<file path="src/rtl/rcu_pll_seq_if.sv">
// Reconfiguration request handshake between a requester and rcu_pll_seq.
// The requester drives valid/cfg and the sequencer returns ready.
interface rcu_pll_seq_if #(
   parameter int CFG_WIDTH = 3
);
   logic                 req_valid_i;
   logic                 req_ready_o;
   logic [CFG_WIDTH-1:0] req_cfg_i;

   modport master (
      output req_valid_i,
      output req_cfg_i,
      input  req_ready_o
   );

   modport slave (
      input  req_valid_i,
      input  req_cfg_i,
      output req_ready_o
   );
endinterface

</file>
<file path="src/rtl/rcu_pll_seq.sv">
// PLL reconfiguration sequencer: gate, bypass, program, wait lock, switch.
// Also falls back to the bypass clock when lock drops while running on the PLL.
module rcu_pll_seq #(
   parameter int                   CFG_WIDTH   = 3,
   parameter logic [CFG_WIDTH-1:0] RESET_CFG   = 0,
   parameter int                   SETTLE_CYC  = 4,
   parameter int                   LOCK_STABLE = 8,
   parameter int                   TIMEOUT_CYC = 1024
) (
   input  logic                 clk_i,
   input  logic                 rst_n_i,
   rcu_pll_seq_if.slave         req,
   output logic [CFG_WIDTH-1:0] pll_cfg_o,
   input  logic                 pll_lock_i,
   output logic                 sel_pll_o,
   output logic                 clk_gate_en_o,
   output logic                 busy_o,
   output logic                 done_o,
   output logic                 err_o
);

   localparam int SCW = $clog2(2*SETTLE_CYC+1);
   localparam int STW = $clog2(LOCK_STABLE+1);
   localparam int TOW = $clog2(TIMEOUT_CYC+1);

   localparam logic [SCW-1:0] S_LAST = SCW'(SETTLE_CYC-1);
   localparam logic [SCW-1:0] F_LAST = SCW'(2*SETTLE_CYC-1);
   localparam logic [SCW-1:0] S_MAX  = SCW'(2*SETTLE_CYC);
   localparam logic [STW-1:0] ST_MAX = STW'(LOCK_STABLE);
   localparam logic [TOW-1:0] TO_MAX = TOW'(TIMEOUT_CYC);

   typedef enum logic [3:0] {
      IDLE, GATE_OFF, BYPASS, PROG, WAIT_LOCK,
      SWITCH, GATE_ON, FAIL, FALLBACK
   } state_t;

   state_t               state_q, state_d;
   logic [SCW-1:0]       cnt_q, cnt_d, cnt_inc;
   logic [STW-1:0]       stb_q, stb_d, stb_inc;
   logic [TOW-1:0]       tmo_q, tmo_d, tmo_inc;
   logic [CFG_WIDTH-1:0] cfg_q, cfg_d;
   logic [CFG_WIDTH-1:0] pll_q, pll_d;
   logic                 sel_q, sel_d;
   logic                 gate_q, gate_d;
   logic                 err_q, err_d;
   logic                 done_q, done_d;
   logic                 ready_q, ready_d;
   logic                 busy_q, busy_d;
   logic [1:0]           sync_q;
   logic                 lock_s;

   assign lock_s = sync_q[1];

   assign cnt_inc = (cnt_q == S_MAX)  ? cnt_q : cnt_q + 1'b1;
   assign stb_inc = (stb_q == ST_MAX) ? stb_q : stb_q + 1'b1;
   assign tmo_inc = (tmo_q == TO_MAX) ? tmo_q : tmo_q + 1'b1;

   always_comb begin
      state_d = state_q;
      cnt_d   = cnt_inc;
      stb_d   = stb_q;
      tmo_d   = tmo_q;
      cfg_d   = cfg_q;
      pll_d   = pll_q;
      sel_d   = sel_q;
      gate_d  = gate_q;
      err_d   = err_q;
      done_d  = 1'b0;
      unique case (state_q)
         IDLE: begin
            cnt_d = '0;
            // Lock loss outranks a request arriving on the same edge
            if (sel_q && !lock_s) begin
               state_d = FALLBACK;
               gate_d  = 1'b0;
               err_d   = 1'b1;
            end else if (req.req_valid_i && ready_q) begin
               state_d = GATE_OFF;
               cfg_d   = req.req_cfg_i;
               gate_d  = 1'b0;
            end
         end
         GATE_OFF: begin
            if (cnt_q == S_LAST) begin
               state_d = BYPASS;
               cnt_d   = '0;
               sel_d   = 1'b0;
            end
         end
         BYPASS: begin
            if (cnt_q == S_LAST) begin
               state_d = PROG;
               cnt_d   = '0;
               pll_d   = cfg_q;
            end
         end
         PROG: begin
            state_d = WAIT_LOCK;
            stb_d   = '0;
            tmo_d   = '0;
         end
         WAIT_LOCK: begin
            stb_d = lock_s ? stb_inc : '0;
            tmo_d = tmo_inc;
            if (stb_d == ST_MAX) begin
               state_d = SWITCH;
               cnt_d   = '0;
               sel_d   = 1'b1;
            end else if (tmo_d == TO_MAX) begin
               state_d = FAIL;
               sel_d   = 1'b0;
               gate_d  = 1'b1;
               err_d   = 1'b1;
               done_d  = 1'b1;
            end
         end
         SWITCH: begin
            if (cnt_q == S_LAST) begin
               state_d = GATE_ON;
               gate_d  = 1'b1;
               done_d  = 1'b1;
               err_d   = 1'b0;
            end
         end
         GATE_ON:  state_d = IDLE;
         FAIL:     state_d = IDLE;
         FALLBACK: begin
            // First half settles the gate, second half the mux
            if (cnt_q == S_LAST) sel_d = 1'b0;
            if (cnt_q == F_LAST) begin
               state_d = IDLE;
               cnt_d   = '0;
               gate_d  = 1'b1;
            end
         end
         default:  state_d = IDLE;
      endcase
      ready_d = (state_d == IDLE);
      busy_d  = (state_d != IDLE);
   end

   always_ff @(posedge clk_i or negedge rst_n_i) begin
      if (!rst_n_i) begin
         state_q <= IDLE;
         cnt_q   <= '0;
         stb_q   <= '0;
         tmo_q   <= '0;
         cfg_q   <= RESET_CFG;
         pll_q   <= RESET_CFG;
         sel_q   <= 1'b0;
         gate_q  <= 1'b1;
         err_q   <= 1'b0;
         done_q  <= 1'b0;
         ready_q <= 1'b1;
         busy_q  <= 1'b0;
         sync_q  <= '0;
      end else begin
         state_q <= state_d;
         cnt_q   <= cnt_d;
         stb_q   <= stb_d;
         tmo_q   <= tmo_d;
         cfg_q   <= cfg_d;
         pll_q   <= pll_d;
         sel_q   <= sel_d;
         gate_q  <= gate_d;
         err_q   <= err_d;
         done_q  <= done_d;
         ready_q <= ready_d;
         busy_q  <= busy_d;
         sync_q  <= {sync_q[0], pll_lock_i};
      end
   end

   assign req.req_ready_o = ready_q;
   assign pll_cfg_o       = pll_q;
   assign sel_pll_o       = sel_q;
   assign clk_gate_en_o   = gate_q;
   assign busy_o          = busy_q;
   assign done_o          = done_q;
   assign err_o           = err_q;

endmodule

</file>
<file path="src/flat_wrapper.sv">
// flat-port wrapper written by rule: the top's interface ports become plain ports
module rcu_pll_seq_flat 
#(
   parameter int                   CFG_WIDTH   = 3,
   parameter logic [CFG_WIDTH-1:0] RESET_CFG   = 0,
   parameter int                   SETTLE_CYC  = 4,
   parameter int                   LOCK_STABLE = 8,
   parameter int                   TIMEOUT_CYC = 1024
)
  (clk_i, rst_n_i, pll_cfg_o, pll_lock_i, sel_pll_o, clk_gate_en_o, busy_o, done_o, err_o, req_req_valid_i, req_req_cfg_i, req_req_ready_o);
  rcu_pll_seq_if #(.CFG_WIDTH(CFG_WIDTH)) req_i ();
  input  logic clk_i;
  input  logic rst_n_i;
  output logic [CFG_WIDTH-1:0] pll_cfg_o;
  input  logic pll_lock_i;
  output logic sel_pll_o;
  output logic clk_gate_en_o;
  output logic busy_o;
  output logic done_o;
  output logic err_o;
  input wire logic [$bits(req_i.req_valid_i)-1:0] req_req_valid_i;
  input wire logic [$bits(req_i.req_cfg_i)-1:0] req_req_cfg_i;
  output wire logic [$bits(req_i.req_ready_o)-1:0] req_req_ready_o;
  assign req_i.req_valid_i = req_req_valid_i;
  assign req_i.req_cfg_i = req_req_cfg_i;
  assign req_req_ready_o = req_i.req_ready_o;
  rcu_pll_seq #(.CFG_WIDTH(CFG_WIDTH), .RESET_CFG(RESET_CFG), .SETTLE_CYC(SETTLE_CYC), .LOCK_STABLE(LOCK_STABLE), .TIMEOUT_CYC(TIMEOUT_CYC)) u_core (.clk_i(clk_i), .rst_n_i(rst_n_i), .req(req_i), .pll_cfg_o(pll_cfg_o), .pll_lock_i(pll_lock_i), .sel_pll_o(sel_pll_o), .clk_gate_en_o(clk_gate_en_o), .busy_o(busy_o), .done_o(done_o), .err_o(err_o));
endmodule
</file>
<file path="config.mk">
export PLATFORM = sky130hd
export DESIGN_NAME = rcu_pll_seq_flat
export DESIGN_NICKNAME = d
export VERILOG_FILES = /design/src/rtl/rcu_pll_seq_if.sv /design/src/rtl/rcu_pll_seq.sv /design/src/flat_wrapper.sv
export SDC_FILE = /design/constraint.sdc
export NUM_CORES = 1
export LEC_CHECK = 0
export BUFFER_PORTS_ARGS = -buffer_cell sky130_fd_sc_hd__clkbuf_2
export CELL_PAD_IN_SITES_DETAIL_PLACEMENT = 1
export CELL_PAD_IN_SITES_GLOBAL_PLACEMENT = 1
export CORE_UTILIZATION = 39
export CTS_BUF_LIST = sky130_fd_sc_hd__clkbuf_4
export DETAILED_ROUTE_END_ITERATION = 10
export GPL_TIMING_DRIVEN = 1
export PLACE_DENSITY = 0.71
export SYNTH_ARGS = -nofsm -noshare
export SYNTH_HDL_FRONTEND = slang
export SYNTH_SLANG_ARGS = --single-unit
export TNS_END_PERCENT = 100
</file>
<file path="constraint.sdc">
create_clock -name clk_i -period 6.1 [get_ports clk_i]
set_input_delay 0.915 -clock clk_i [delete_from_list [all_inputs] [get_ports clk_i]]
set_output_delay 0.915 -clock clk_i [all_outputs]
set_load 0.01 [all_outputs]
</file>
== Word-level counts from Yosys, hierarchy flattened ==
Cells that the tools add are included.
Storage, ports and cells
  word-level logic and storage cells: 91
  output and inout bits: 9
  register bits after elaboration: 37
Cells by class
  add/subtract/negate cells: 3
  bitwise gates (word level): 1
  multiplexer cells: 36
  reductions and logical operators: 17
  equality and inequality tests: 21
Operators by type and width (number)
  two-way mux 4 bit: 14
  one-hot mux 4 bit (7 select lines): 1
  equality test 11 bit, second input constant: 2
  one-hot mux 11 bit (2 select lines): 1
  equality test 4 bit, second input constant: 4
  one-hot mux 4 bit (4 select lines): 1
  two-way mux 1 bit: 13
  equality test 4 x 2 -> 1 bit, second input constant: 3
  equality test 4 x 3 -> 1 bit, second input constant: 3
  adder 11 x 1 -> 11 bit, second input constant: 1
  two-way mux 11 bit: 1
  != test 2 x 1 -> 1 bit, second input constant: 5
  adder 4 x 1 -> 4 bit, second input constant: 2
  logical NOT 4 bit: 2
  one-hot mux 4 bit (2 select lines): 1
  nonzero test 4 bit: 2
  != test 3 x 1 -> 1 bit, second input constant: 2
  AND reduction 3 bit: 2
  AND reduction 6 bit: 1
  AND reduction 5 bit: 1
  equality test 4 x 1 -> 1 bit, second input constant: 1
  one-hot mux 1 bit (2 select lines): 2
  one-hot mux 1 bit (4 select lines): 1
  nonzero test 2 bit: 2
  other kinds (8): 10

== Depth between registers and ports, before layout ==
  depth after elaboration: 7
  depth in mapped cells: 9
  depth with buffers taken out: 8

== Least setup slack after synthesis ==
No wires, ideal clock.
  path kind: register to register
  start point: register u_core.stb_q[0]
  end point: register u_core.cnt_q[0]
  arrival time: 1.890 ns
  slack: 4.076 ns
  data required time: 5.966 ns
  stages on the path, launching flop included: 9
  clock period less this slack: 2.024 ns
  path buffers: 0
  path through: dfrtp_1 > inv_1 > ha_1 > and3b_1 > mux2_2 > nand4_1 > o32a_1 > o32ai_1 > nor2_1
On the way
  word-level cells in the longest chain between the ends: 6
  elaborated cells on any way between the ends: 7
  classes of those cells: add/sub: 1; eq/ne: 2; mux: 4
RTL lines
  start: declaration: line rcu_pll_seq.sv:39  | logic [STW-1:0] stb_q, stb_d, stb_inc;
  start signal: assignment: line rcu_pll_seq.sv:160  | stb_q <= stb_d;
  adder 4 x 1 -> 4 bit / equality test 4 bit (equally long branches): line rcu_pll_seq.sv:55  | assign stb_inc = (stb_q == ST_MAX) ? stb_q : stb_q + 1'b1;
  two-way mux 4 bit (*): line rcu_pll_seq.sv:55
  two-way mux 4 bit (*): line rcu_pll_seq.sv:103  | stb_d = lock_s ? stb_inc : '0;
  equality test 4 bit (*): line rcu_pll_seq.sv:105  | if (stb_d == ST_MAX) begin
  two-way mux 4 bit (*): line rcu_pll_seq.sv:105
  one-hot mux 4 bit (4 select lines) (*): line rcu_pll_seq.sv:69  | unique case (state_q)
  named net u_core.cnt_d[0]: line rcu_pll_seq.sv:38  | logic [SCW-1:0] cnt_q, cnt_d, cnt_inc;
  end signal: assignment: line rcu_pll_seq.sv:159  | cnt_q <= cnt_d;
  end: declaration: line rcu_pll_seq.sv:38
Mark *: on every way through the listed nets, which the timed path passes. The rest lies on a longest branch.
A chain may end at the register's enable or synchronous reset.

== Worst setup path after layout ==
  start point: register u_core.tmo_q[1]
  end point: register u_core.gate_q (netlist: u_core.clk_gate_en_o)
On the way
  word-level cells in the longest chain between the ends: 5
  elaborated cells on any way between the ends: 6
  classes of those cells: add/sub: 1; eq/ne: 3; mux: 1; reduce/logical: 1
RTL lines
  start: declaration: line rcu_pll_seq.sv:40  | logic [TOW-1:0] tmo_q, tmo_d, tmo_inc;
  start signal: assignment: line rcu_pll_seq.sv:161  | tmo_q <= tmo_d;
  adder 11 x 1 -> 11 bit / equality test 11 bit (equally long branches): line rcu_pll_seq.sv:56  | assign tmo_inc = (tmo_q == TO_MAX) ? tmo_q : tmo_q + 1'b1;
  two-way mux 11 bit (*): line rcu_pll_seq.sv:56
  equality test 11 bit (*): line rcu_pll_seq.sv:109  | end else if (tmo_d == TO_MAX) begin
  != test 2 x 1 -> 1 bit (no source line) (*)
  AND reduction 6 bit (no source line) (*)
  end signal: assignment: line rcu_pll_seq.sv:165  | gate_q <= gate_d;
  end: declaration: line rcu_pll_seq.sv:44  | logic gate_q, gate_d;
Every way passes the cells marked *; elsewhere a longest branch is shown, timed or not.

==> results.json <==
{
  "yosysTopAreaCellShare_pct": 39.93,
  "grt_pass1_vias": 1723,
  "maxCapViolations": 0,
  "ys_ff_latch": 37,
  "viasPerCell": 5.524,
  "ios": 16,
  "place_area_um2": 2307,
  "period_minus_slack_ns": 2.432,
  "crit_slowest_cell": "dfrtp_1",
  "drt_pass1_iterations": 4,
  "num_vias": 1751,
  "nNetsFinal": 259,
  "synthArstFlopShare_pct": 100.0,
  "syn2layout_area_growth_pct": 7.758,
  "drc": 0,
  "drt_first_iter_violations": 98,
  "dpl.hpwl_mm": 3.591,
  "totalWireLength_mm": 5.118,
  "fin_skew_ns": 0.01181,
  "cts_buffers": 5,
  "slew_headroom_pct": 37.54,
  "grt_max_degree": 38,
  "hold_path.class": "reg -> reg",
  "seq_area_frac_synth_pct": 42.33,
  "fin_util_pct": 44.85,
  "end_kind": "register",
  "critPathKind": "reg -> reg",
  "yosys_warnings": 0,
  "synth_commonest_cells": "dfrtp_1 (35), nor2_1 (24), nand2_1 (22)",
  "status": "finished clean",
  "hold_depth": 0,
  "finalInstanceArea_um2": 2364,
  "startpoint_type": "register",
  "leakagePower_nw": 1.016,
  "place_ws_ns": 3.704,
  "die-area_um2": 5928,
  "worstPathArrival_ns": 2.69,
  "overflow": 0,
  "post_cts_buffers": 0,
  "netlist_instances": 236,
  "drive_gt1_share_pct": 18.62,
  "ys_types": 52,
  "ctsResizeCount": 0,
  "core_area_um2": 5270,
  "antenna_found_initial": 0,
  "cts_tree": "done",
  "syn_area_per_cell_um2": 9.294,
  "cts-htree-levels": 2,
  "crit_fanout": 9,
  "setup_viol": 0,
  "r2r_end": "u_core.clk_gate_en_o",
  "rows": 26,
  "critPathMaxStageDelay_ns": 0.53,
  "clock_sinks": 37,
  "clockBufferDepth": 2,
  "vdd_drop_max_mv": 0.1864,
  "powerDensity_nw_per_um2": 410.3,
  "antenna_left": 0,
  "initial_core_util_pct": 41.62,
  "io_buffers": 15,
  "max_slew.worst_pin.slew_ns": 0.9369,
  "yosys-top-cells-area": "dfrtp_1 (40%), o21ai_0 (4.3%), mux2_2 (4.1%), nor2_1 (4.1%), nand2_1 (3.8%)",
  "fin_tns_setup_ns": 0,
  "path_cells": "ha_1, nand3_4, nor4_4, xnor2_1, a2111oi_4, mux2_4, o211ai_2",
  "synth.most_common_cell": "dfrtp_1",
  "holdPathEnd": "u_core.sync_q[1]",
  "synth_edf_count": 0,
  "grt_usage_pct": 18.77,
  "cts_root_buf": "clkbuf_4",
  "die_width_um": 77.00,
  "worstHoldStart": "u_core.sync_q[0]",
  "syn_area_um2": 2193,
  "synth-main-ff-cell": "dfrtp_1",
  "hold_violations": 0,
  "cts_hold_buf": 0,
  "die_h_um": 77.00,
  "max_freq_mhz": 411.1,
  "r2r_slack_ns": 3.67,
  "rsz0062_at_grt": "no",
  "diodes": 0,
  "setup_ws_ns": 3.668,
  "wire_per_inst_um": 16.15,
  "r2r_start": "u_core.tmo_q[1]",
  "yosys.area.top_type": "dfrtp_1",
  "syn_nets": 249,
  "final_max_slew_viol_count": 0,
  "grt_pass1_wl_mm": 8.742,
  "period_share_pct": 39.87,
  "reg2regPathDepth": 7,
  "required_ns": 6.36,
  "path_clk_slew_ns": 0.12,
  "insertion_delay_ns": 0.33,
  "routabilityCongestion": 0.8198
}
[placed cells by master (no fill, tap or decap), types with 6 or more instances in the layout]
cell type  count
nor2_1        24
dfrtp_1       35
clkbuf_4       7
ha_1           6
o21ai_0       19
inv_1         10
a21oi_1        8
clkbuf_2      15
mux2_2         8
nand3_1       12
nand2_1       22
[per-stage QoR]
step,cells,power [mW],hold slack (ns)
after global routing,317,1.057,0.3956
after CTS,317,0.9802,0.3821
after detailed placement,309,0.8406,0.3567
after global placement,309,0.8266,0.3329
final,317,0.9698,0.3773
after floorplan,236,0.7298,0.3312
[cells by family (layout without fill, tap and decap cells)]
kind of cell / after synthesis / after routing / share of synthesized area [%]
mux: 12 / 12 / 6.161
simple gates: 98 / 98 / 23.79
buf+inv: 23 / 34 / 4.278
xor+xnor: 6 / 6 / 2.396
compound gates: 54 / 54 / 17.63
flops: 37 / 37 / 42.33
fa+ha+maj: 6 / 6 / 3.423
[layout make-up]
type	instances	area [µm²]
sequential	37	928.4
fill	651	2907
clock inverter	1	3.754
clock buffer	7	52.55
multi-input combinational	176	1171
tap	70	87.58
inverter	10	37.54
timing repair buffer	16	82.58
[worst max-delay path, delay by kind of cell, from the launching register on]
kind / cells / cell delay, ns
multiplexers: 1 / 0.35
AND/OR/NAND/NOR: 2 / 0.48
adder cells (fa/ha/maj): 1 / 0.32
flip-flops: 1 / 0.53
XOR/XNOR: 1 / 0.16
AO/OA/AOI/OAI: 2 / 0.52
[state kept, by name, summed over array words and instances, names as in the netlist]
signal / count
u_core.done_o: 1
u_core.stb_q: 4
u_core.clk_gate_en_o: 1
u_core.err_o: 1
u_core.cnt_q: 4
u_core.busy_o: 1
u_core.cfg_q: 3
u_core.pll_cfg_o: 3
u_core.state_q: 4
u_core.sync_q: 2
u_core.tmo_q: 11
u_core.req.req_ready_o: 1
u_core.sel_pll_o: 1
[how the worst max path moves through the flow]
stage,endpoint,cells after the start,start
5_1_grt,u_core.clk_gate_en_o,7,u_core.tmo_q[1]
6_report,u_core.clk_gate_en_o,7,u_core.tmo_q[1]
4_1_cts,u_core.clk_gate_en_o,7,u_core.tmo_q[0]
3_5_place_dp,u_core.clk_gate_en_o,7,u_core.tmo_q[0]
3_3_place_gp,u_core.clk_gate_en_o,7,u_core.tmo_q[0]
2_1_floorplan,u_core.cnt_q[0],8,u_core.stb_q[0]
[power breakdown]
group          internal [mW]  switching, mW  total [mW]
logic                  0.179          0.237       0.417
clock network         0.0533         0.0795       0.133
registers              0.312          0.109       0.420
[per-layer routing]
metal  GRT usage (%)  wire (µm)
met2           29.29       2380
met1           26.30       2599
met4           5.094         36
met3           3.810        102
met5               0          0
(Power assumes the default switching activity.)
